--- src/rtl/inverse_pi_unit_pkg.sv ---
// Shared constants for the 5x5 page permutation datapath.
// Page geometry, counter widths and FSM state encoding.
package inverse_pi_unit_pkg;

    localparam int SIZE_PAGE        = 25;
    localparam int LEN_DATA         = SIZE_PAGE;
    localparam int NUM_PAGE         = 64;
    localparam int LEN_COUNTER_DATA = $clog2(NUM_PAGE + 1);
    localparam int LEN_INDEX        = 5;

    localparam logic [LEN_INDEX-1:0] LAST_BIT = 5'd24;

    localparam logic [2:0] ST_IDLE    = 3'd0;
    localparam logic [2:0] ST_LOAD    = 3'd1;
    localparam logic [2:0] ST_SHUFFLE = 3'd2;
    localparam logic [2:0] ST_EMIT    = 3'd3;
    localparam logic [2:0] ST_FIN     = 3'd4;

    function automatic logic [LEN_INDEX-1:0] mod5(input logic [LEN_INDEX-1:0] x);
        return x % 5'd5;
    endfunction

endpackage

--- src/rtl/inverse_pi_index.sv ---
// Bit-counter to source/destination index map for the inverse page shuffle.
// dst = i*5 + j, src = i*5 + (2i + 3j) mod 5, with i = k mod 5, j = k / 5.
module inverse_pi_index
    import inverse_pi_unit_pkg::*;
(
    input  logic [LEN_INDEX-1:0] k_i,
    output logic [LEN_INDEX-1:0] src_index_o,
    output logic [LEN_INDEX-1:0] dst_index_o
);

    logic [LEN_INDEX-1:0] row;
    logic [LEN_INDEX-1:0] col;
    logic [LEN_INDEX-1:0] sum;

    always_comb begin
        row = mod5(k_i);
        col = k_i / 5'd5;
        // 2i + 3j peaks at 20, so it fits the 5-bit index width
        sum = (row << 1) + (col << 1) + col;
        src_index_o = (row << 2) + row + mod5(sum);
        dst_index_o = (row << 2) + row + col;
    end

endmodule

--- src/rtl/inverse_pi_unit.sv ---
// Streaming un-permutation engine: restores original bit order of 5x5 pages,
// one bit per cycle, over a frame of NUM_PAGE pages.
module inverse_pi_unit
    import inverse_pi_unit_pkg::*;
#(
    parameter int NUM_PAGE = inverse_pi_unit_pkg::NUM_PAGE
) (
    input  logic                clk,
    input  logic                rst,
    input  logic                start,
    input  logic                in_valid,
    output logic                in_ready,
    input  logic [LEN_DATA-1:0] data_in,
    output logic                out_valid,
    input  logic                out_ready,
    output logic [LEN_DATA-1:0] data_out,
    output logic                busy,
    output logic                done
);

    localparam int CW = $clog2(NUM_PAGE + 1);
    localparam logic [CW-1:0] PAGE_LAST = CW'(NUM_PAGE);

    logic [2:0]           state_q, state_d;
    logic [LEN_INDEX-1:0] k_q, k_d;
    logic [CW-1:0]        page_q, page_d, page_inc;
    logic [LEN_DATA-1:0]  in_q, in_d;
    logic [LEN_DATA-1:0]  out_q, out_d;
    logic [LEN_INDEX-1:0] src_idx, dst_idx;

    inverse_pi_index u_index (
        .k_i         (k_q),
        .src_index_o (src_idx),
        .dst_index_o (dst_idx)
    );

    always_comb begin
        state_d  = state_q;
        k_d      = k_q;
        page_d   = page_q;
        in_d     = in_q;
        out_d    = out_q;
        page_inc = page_q + 1'b1;
        unique case (state_q)
            ST_IDLE: begin
                if (start) state_d = ST_LOAD;
            end
            ST_LOAD: begin
                if (in_valid) begin
                    in_d    = data_in;
                    out_d   = '0;
                    k_d     = '0;
                    state_d = ST_SHUFFLE;
                end
            end
            ST_SHUFFLE: begin
                out_d[dst_idx] = in_q[src_idx];
                k_d = k_q + 1'b1;
                if (k_q == LAST_BIT) state_d = ST_EMIT;
            end
            ST_EMIT: begin
                if (out_ready) begin
                    page_d  = page_inc;
                    state_d = (page_inc == PAGE_LAST) ? ST_FIN : ST_LOAD;
                end
            end
            ST_FIN: begin
                page_d  = '0;
                state_d = ST_IDLE;
            end
            default: state_d = ST_IDLE;
        endcase
    end

    always_ff @(posedge clk or posedge rst) begin
        if (rst) begin
            state_q <= ST_IDLE;
            k_q     <= '0;
            page_q  <= '0;
            in_q    <= '0;
            out_q   <= '0;
        end else begin
            state_q <= state_d;
            k_q     <= k_d;
            page_q  <= page_d;
            in_q    <= in_d;
            out_q   <= out_d;
        end
    end

    // All handshake outputs decode registered state only
    assign in_ready  = (state_q == ST_LOAD);
    assign out_valid = (state_q == ST_EMIT);
    assign busy      = (state_q != ST_IDLE);
    assign done      = (state_q == ST_FIN);
    assign data_out  = out_q;

endmodule

--- config.mk ---
export PLATFORM = sky130hd
export DESIGN_NAME = inverse_pi_unit
export DESIGN_NICKNAME = d
export VERILOG_FILES = /design/src/rtl/inverse_pi_unit_pkg.sv /design/src/rtl/inverse_pi_index.sv /design/src/rtl/inverse_pi_unit.sv
export SDC_FILE = /design/constraint.sdc
export NUM_CORES = 1
export LEC_CHECK = 0
export ABC_AREA = 0
export BUFFER_PORTS_ARGS = -buffer_cell sky130_fd_sc_hd__buf_4
export CAP_MARGIN = 20
export CORE_MARGIN = 3
export CORE_UTILIZATION = 45
export DETAILED_ROUTE_END_ITERATION = 10
export HOLD_SLACK_MARGIN = 0.1
export SLEW_MARGIN = 15
export SYNTH_ARGS = -nofsm -noshare
export SYNTH_HDL_FRONTEND = slang
export SYNTH_SLANG_ARGS = --single-unit
--- constraint.sdc ---
create_clock -name clk -period 8.33 [get_ports clk]
set_clock_uncertainty 0.1 [all_clocks]
set_input_delay 2.0825 -clock clk [delete_from_list [all_inputs] [get_ports clk]]
set_output_delay 2.0825 -clock clk [all_outputs]
set_load 0.05 [all_outputs]
# Yosys cells after proc, flatten, opt, wreduce, memory -nomap -nowiden
# Index checks and enable logic that the tools add are counted.
[totals]
inputBits = 30
ff_bits = 65
latchBits = 0
romBits = 0
memories = 0
ram_bits = 0
out_inout_bits = 29
[classes]
reduce_logical = 9
shift = 0
muxes = 17
n_bitwise = 0
n_div = 3
addsub = 7
order_cmp = 3
n_eq_ne = 10
multipliers = 0
[ops]
columns = ["op", "n"]
rows = [
  ["$pmux W25 S2", 1],
  ["$add A5 B5 Y5", 5],
  ["$bwmux W25", 1],
  ["$mux W25", 1],
  ["$mux W3", 5],
  ["$pmux W7 S2", 1],
  ["$lt A5 B6 Y1 const B", 2],
  ["$pmux W3 S4", 1],
  ["$mod A5 B3 Y5 const B", 2],
  ["$pmux W5 S2", 1],
  ["$add A7 B1 Y7 const B", 1],
  ["$eq A7 B7 Y1 const B", 1],
  ["$mux W7", 1],
  ["$eq A3 B2 Y1 const B", 2],
  ["$ne A2 B2 Y1 const B", 3],
  ["$reduce_and A2 Y1", 3],
  ["$add A5 B1 Y5 const B", 1],
  ["$bmux W1 S5", 1],
  ["$demux W1 S5", 1],
  ["$div A5 B3 Y5 const B", 1],
  ["$eq A5 B5 Y1 const B", 1],
  ["$ge A5 B1 Y1 const B", 1],
  ["$mux W5", 1],
  ["$reduce_and A4 Y1", 1],
  ["8 further kinds", 10],
]

# Longest topological paths before layout
[depth]
ltp_word = 9
ltp_mapped = 30
mapped_depth_nobuf = 26

# Hierarchy
# A second synthesis with hierarchy kept.
[hier_totals]
hier_cells = 467
area_unflattened_um2 = 4853.4
[modules_own_cells]
columns = ["module", "seq_area_each_um2", "area_each_um2", "n_inst", "cells_per_inst"]
rows = [
  ["inverse_pi_unit", 1626.6, 3593.4, 1, 289],
  ["inverse_pi_index", 0.0, 1260.0, 1, 178],
]

# Worst setup path after synthesis
# No wires, ideal clock.
[synth_timing]
path_kind = "reg-to-reg"
startpoint = "register k_q[0]"
endpoint = "register out_q[18], in the netlist data_out[18]"
t_required_ns = 8.097
stages_incl_launch_ff = 31
synth_period_minus_slack_ns = 7.485
arrival_ns = 7.252
setup_ns = 0.133
slack_ns = 0.845
path_buffers = 4
cell_sequence = "dfrtp_1 > buf_2 > inv_1 > ha_1 > a211oi_2 > o21ai_1 > o21ai_0 > a31oi_1 > buf_2 > nor2_1 > xnor2_1 > fa_1 > ha_1 > fa_1 > inv_1 > ha_1 > a311oi_1 > o22ai_1 > or3b_1 > a21o_1 > o211ai_1 > ha_1 > fa_1 > buf_1 > mux4_2 > mux2_2 > nand2_1 > o21ai_0 > mux2i_2 > buf_6 > o31ai_1"
[synth_via]
elab_chain_len = 9
elab_cells_between_ends = 17
classes_between = "5 x add/sub; 3 x div; 2 x order compare; 6 x mux; 1 x reduce/logical"
[synth_rtl]
columns = ["item", "line", "source"]
rows = [
  ["from (decl)", "inverse_pi_unit.sv:25", "logic [LEN_INDEX-1:0] k_q, k_d;"],
  ["from (signal assigned)", "inverse_pi_unit.sv:84", "k_q <= k_d;"],
  ["$mod A5 B3 Y5 / $div A5 B3 Y5 (equally long branches)", "inverse_pi_unit_pkg.sv:20, inverse_pi_index.sv:17", ""],
  ["$add A5 B5 Y5, on equally long branches", "inverse_pi_index.sv:19, inverse_pi_index.sv:20, inverse_pi_index.sv:21", ""],
  ["$add A5 B5 Y5, on equally long branches", "inverse_pi_index.sv:19, inverse_pi_index.sv:21", ""],
  ["$mod A5 B3 Y5, or another cell as far along", "inverse_pi_unit_pkg.sv:20", "return x % 5'd5;"],
  ["$add A5 B5 Y5 / $logic_and A1 B1 Y1 (equally long branches)", "inverse_pi_index.sv:20, inverse_pi_unit.sv:57", ""],
  ["$bmux W1 S5 / $mux W1 (equally long branches)", "inverse_pi_unit.sv:57", "out_d[dst_idx] = in_q[src_idx];"],
  ["$mux W1 (not written as such) / $demux W1 S5 (equally long branches)", "inverse_pi_unit.sv:57", ""],
  ["$bwmux W25 *", "inverse_pi_unit.sv:57", ""],
  ["$pmux W25 S2 *", "inverse_pi_unit.sv:44", "unique case (state_q)"],
  ["to (signal assigned)", "inverse_pi_unit.sv:87", "out_q <= out_d;"],
  ["to (decl)", "inverse_pi_unit.sv:28", "logic [LEN_DATA-1:0] out_q, out_d;"],
]
# Every way passes the cells marked *; elsewhere a longest branch is shown, timed or not. The select of a mux whose other input is x is not followed.
# A chain may end at the register's enable or synchronous reset.

# Final worst setup path
[layout_timing]
startpoint = "register k_q[0]"
endpoint = "register out_q[7], in the netlist data_out[7]"
# Same word-level chain as after synthesis.

==> flow_summary.rst <==
.. list-table::
   :header-rows: 1

   * - Metric
     - Value
   * - Synthesized netlist net count
     - 467
   * - Path category of the worst min-delay check
     - reg -> reg
   * - Antenna Violating Nets Remaining
     - 0
   * - Clock-pin slew on the worst setup and hold paths
     - 0.07 ns
   * - Required time of the critical path
     - 8.41 ns
   * - HPWL after DPL
     - 6810 um
   * - Number of hold-repair buffers added at the cts stage
     - 0
   * - Chip width
     - 103 um
   * - Post-CTS Setup Repair Bufs
     - 0
   * - GR Util All Layers
     - 0.196
   * - Y dimension of the die
     - 103 um
   * - Total standard cell area after synthesis
     - 4260 um2
   * - Worst Max-Slew Pin Slew
     - 0.887 ns
   * - FF-to-FF setup slack
     - 0.66 ns
   * - Die area
     - 10,700 um2
   * - Number of enable-type register cells in the synthesized netlist
     - 0
   * - FF+latch count, synth
     - 65
   * - Initial DRT Pass Iterations
     - 4
   * - Layout fillers
     - 824
   * - Data arrival time of the critical path
     - 7.76 ns
   * - Total DRC errors in the routed layout
     - 0
   * - CP max stage delay
     - 0.57 ns
   * - Ys Warns
     - 0
   * - Portion of synthesized cell area occupied by the leading cell type
     - 0.382
   * - Run status
     - complete, no violations
   * - Count of cell types in the netlist
     - 62
   * - FP Rows
     - 34
   * - MaxCap Viol Count
     - 0
   * - Routability congestion estimate
     - 0.840
   * - Worst Path Max Fanout
     - 25
   * - Via count of the first global-routing pass
     - 3,261
   * - Number of antenna violations at the first check in global routing
     - 0
   * - Busiest layer in global routing
     - met1
   * - Setup_tns
     - 0 ns
   * - Final setup vio count
     - 0
   * - CTS Buf Count
     - 9
   * - Wirelength, routed
     - 9530 um
   * - Number of max-slew violations in the final report
     - 0
   * - Syn_area_per_cell
     - 10.4 um2
   * - Vias per cell
     - 5.58
   * - Number of instances in the synthesized netlist
     - 410
   * - Final hold viol count
     - 0
   * - Initial core utilization
     - 0.475
   * - Met2 Usage GRT
     - 0.284
   * - Clock tree from TritonCTS
     - yes
   * - Total clock sinks
     - 65
   * - Yosys top cell by area
     - sky130_fd_sc_hd__dfrtp_1
   * - Deepest clock path buffer count
     - 2
   * - Starting DRT DRC Count
     - 170
   * - Pin count of the biggest net entering global routing
     - 66
   * - Most area-consuming cells after synthesis
     - sky130_fd_sc_hd__dfrtp_1, sky130_fd_sc_hd__mux2_2, sky130_fd_sc_hd__ha_1
   * - Core area
     - 8980 um2
   * - Slew Limit Headroom
     - 0.407
   * - Antenna diode count
     - 0
   * - H-tree depth
     - 3
   * - # nets final
     - 526
   * - Proportion of layout cells with a drive suffix above 1
     - 0.283
   * - GR Layer Usage met1
     - 0.301
   * - FMAX
     - 130 MHz
   * - Syn-to-layout area delta
     - 18.7%
   * - Setup repair after global routing missed its margin
     - no
   * - Prevailing post-synth register cell
     - sky130_fd_sc_hd__dfrtp_1
   * - Worst skew pair latency
     - 0.34 ns
   * - CP max stage cell
     - sky130_fd_sc_hd__fa_1
   * - DP Area
     - 4830 um2
   * - Post-CTS Resized
     - 0
   * - Tcrit/Tclk final
     - 0.921
   * - Cell area after layout
     - 5060 um2
   * - Aggregate global routing overflow
     - 0
   * - Clock tree root buffer cell
     - sky130_fd_sc_hd__clkbuf_8
   * - Leading cell types in the layout, fill and taps excluded
     - sky130_fd_sc_hd__buf_4, sky130_fd_sc_hd__dfrtp_1, sky130_fd_sc_hd__nand2_1
   * - Port Buf Inserts
     - 58
   * - I/O pin count
     - 59
   * - Register area share after synthesis
     - 0.382
   * - Met3 track demand over resource in global routing
     - 0.0302
   * - Most common cell after layout, fill and taps aside
     - sky130_fd_sc_hd__buf_4
   * - Post-layout min period
     - 7.67 ns
   * - Share of flip-flops with an asynchronous set or reset after synthesis
     - 1.00
   * - First-pass GRT wire length
     - 16,300 um
   * - Routed wirelength normalized by instance count
     - 15.9 um
   * - Worst setup path class
     - reg -> reg
   * - Total via count in the routed design
     - 3,350
   * - Cell occurring most often along the worst timing path
     - sky130_fd_sc_hd__ha_1
   * - CP startpoint kind
     - register
   * - Critical Path Sink Type
     - register
## routing by layer
layer  routed length, um  vias up
met4                 131        0
met1                4880     1608
met2                4230       81
li1                    -     1649
met5                   0        -
met3                 291       12
## metrics by stage
step,setup WS (ns),std cells,hold slack [ns],util
global placement,0.884,583,0.369,0.539
detailed placement,0.741,583,0.364,0.539
CTS,0.680,599,0.380,0.561
finish,0.657,600,0.371,0.564
global route,0.0513,600,0.401,0.564
floorplan,0.845,410,0.345,-
## kinds of logic after synthesis
logic type	Yosys count	share of synthesized area
simple gates	118	0.141
compound gates	98	0.168
flops	65	0.382
fa+ha+maj	27	0.0863
buf+inv	33	0.0346
mux	48	0.140
xor+xnor	21	0.0484
## worst max-delay path, delay by kind of cell, from the launching register on
kind | cells | cell delay (ns)
adders and majority gates | 7 | 2.54
DFF | 1 | 0.37
xor gates and xnor gates | 1 | 0.16
muxes | 3 | 0.78
and+or+nand+nor | 3 | 0.54
AOI/OAI and AO/OA | 10 | 2.03
buffers and inverters | 5 | 1.01
## synthesized netlist by cell type (2+ instances only)
master / n
sky130_fd_sc_hd__xnor2_1: 11
sky130_fd_sc_hd__a31oi_1: 2
sky130_fd_sc_hd__buf_6: 2
sky130_fd_sc_hd__o311ai_0: 6
sky130_fd_sc_hd__a21oi_1: 10
sky130_fd_sc_hd__mux2i_2: 2
sky130_fd_sc_hd__o31ai_1: 15
sky130_fd_sc_hd__o21ai_0: 15
sky130_fd_sc_hd__nor4_1: 2
sky130_fd_sc_hd__nand4_1: 3
sky130_fd_sc_hd__mux4_2: 6
sky130_fd_sc_hd__o211ai_1: 14
sky130_fd_sc_hd__xor2_1: 7
sky130_fd_sc_hd__buf_2: 7
sky130_fd_sc_hd__and2_1: 4
sky130_fd_sc_hd__a22o_1: 2
sky130_fd_sc_hd__nor3_1: 8
sky130_fd_sc_hd__o41ai_1: 6
sky130_fd_sc_hd__nor3b_1: 2
sky130_fd_sc_hd__nor2b_1: 7
sky130_fd_sc_hd__xnor2_2: 2
sky130_fd_sc_hd__dfrtp_1: 65
sky130_fd_sc_hd__a311oi_1: 2
sky130_fd_sc_hd__nor2_1: 22
sky130_fd_sc_hd__inv_1: 12
sky130_fd_sc_hd__a21o_1: 6
sky130_fd_sc_hd__nand2_1: 34
sky130_fd_sc_hd__mux2i_1: 12
sky130_fd_sc_hd__nor4b_1: 2
sky130_fd_sc_hd__fa_1: 4
sky130_fd_sc_hd__mux2_2: 28
sky130_fd_sc_hd__nand3_1: 21
sky130_fd_sc_hd__and3_1: 4
sky130_fd_sc_hd__o21ai_1: 3
sky130_fd_sc_hd__ha_1: 23
sky130_fd_sc_hd__o21a_1: 3
sky130_fd_sc_hd__clkbuf_1: 11
## final timing paths
| check | start | end | depth (start not counted) |
|---|---|---|---|
| worst max-delay path | k_q[0] | data_out[7] | 29 |
| worst min-delay path | page_q[6] | page_q[6] | 1 |
| worst max register to register | k_q[0] | data_out[7] | 29 |
| worst min register to register | page_q[6] | page_q[6] | 1 |
| max in group asynchronous | rst | in_q[24] | 3 |
| min in group asynchronous | rst | in_q[10] | 3 |
## state kept, by name (all words and copies together), names as in the netlist
name and cells:
page_q 7, state_q 3, in_q 25, k_q 5, data_out 25
## final cells by class
class | count | area, um2 | share of cell area
inverter | 12 | 45.0 | 0.00890
multi-input combinational | 312 | 2490 | 0.493
timing repair buffer | 69 | 531 | 0.105
sequential | 65 | 1630 | 0.322
clock buffer | 10 | 138 | 0.0272
tap | 126 | 158 | 0.0312
clock inverter | 6 | 66.3 | 0.0131
Power is not shown: default switching activity piles up to over one toggle a cycle in this logic, so the estimate is an artifact.
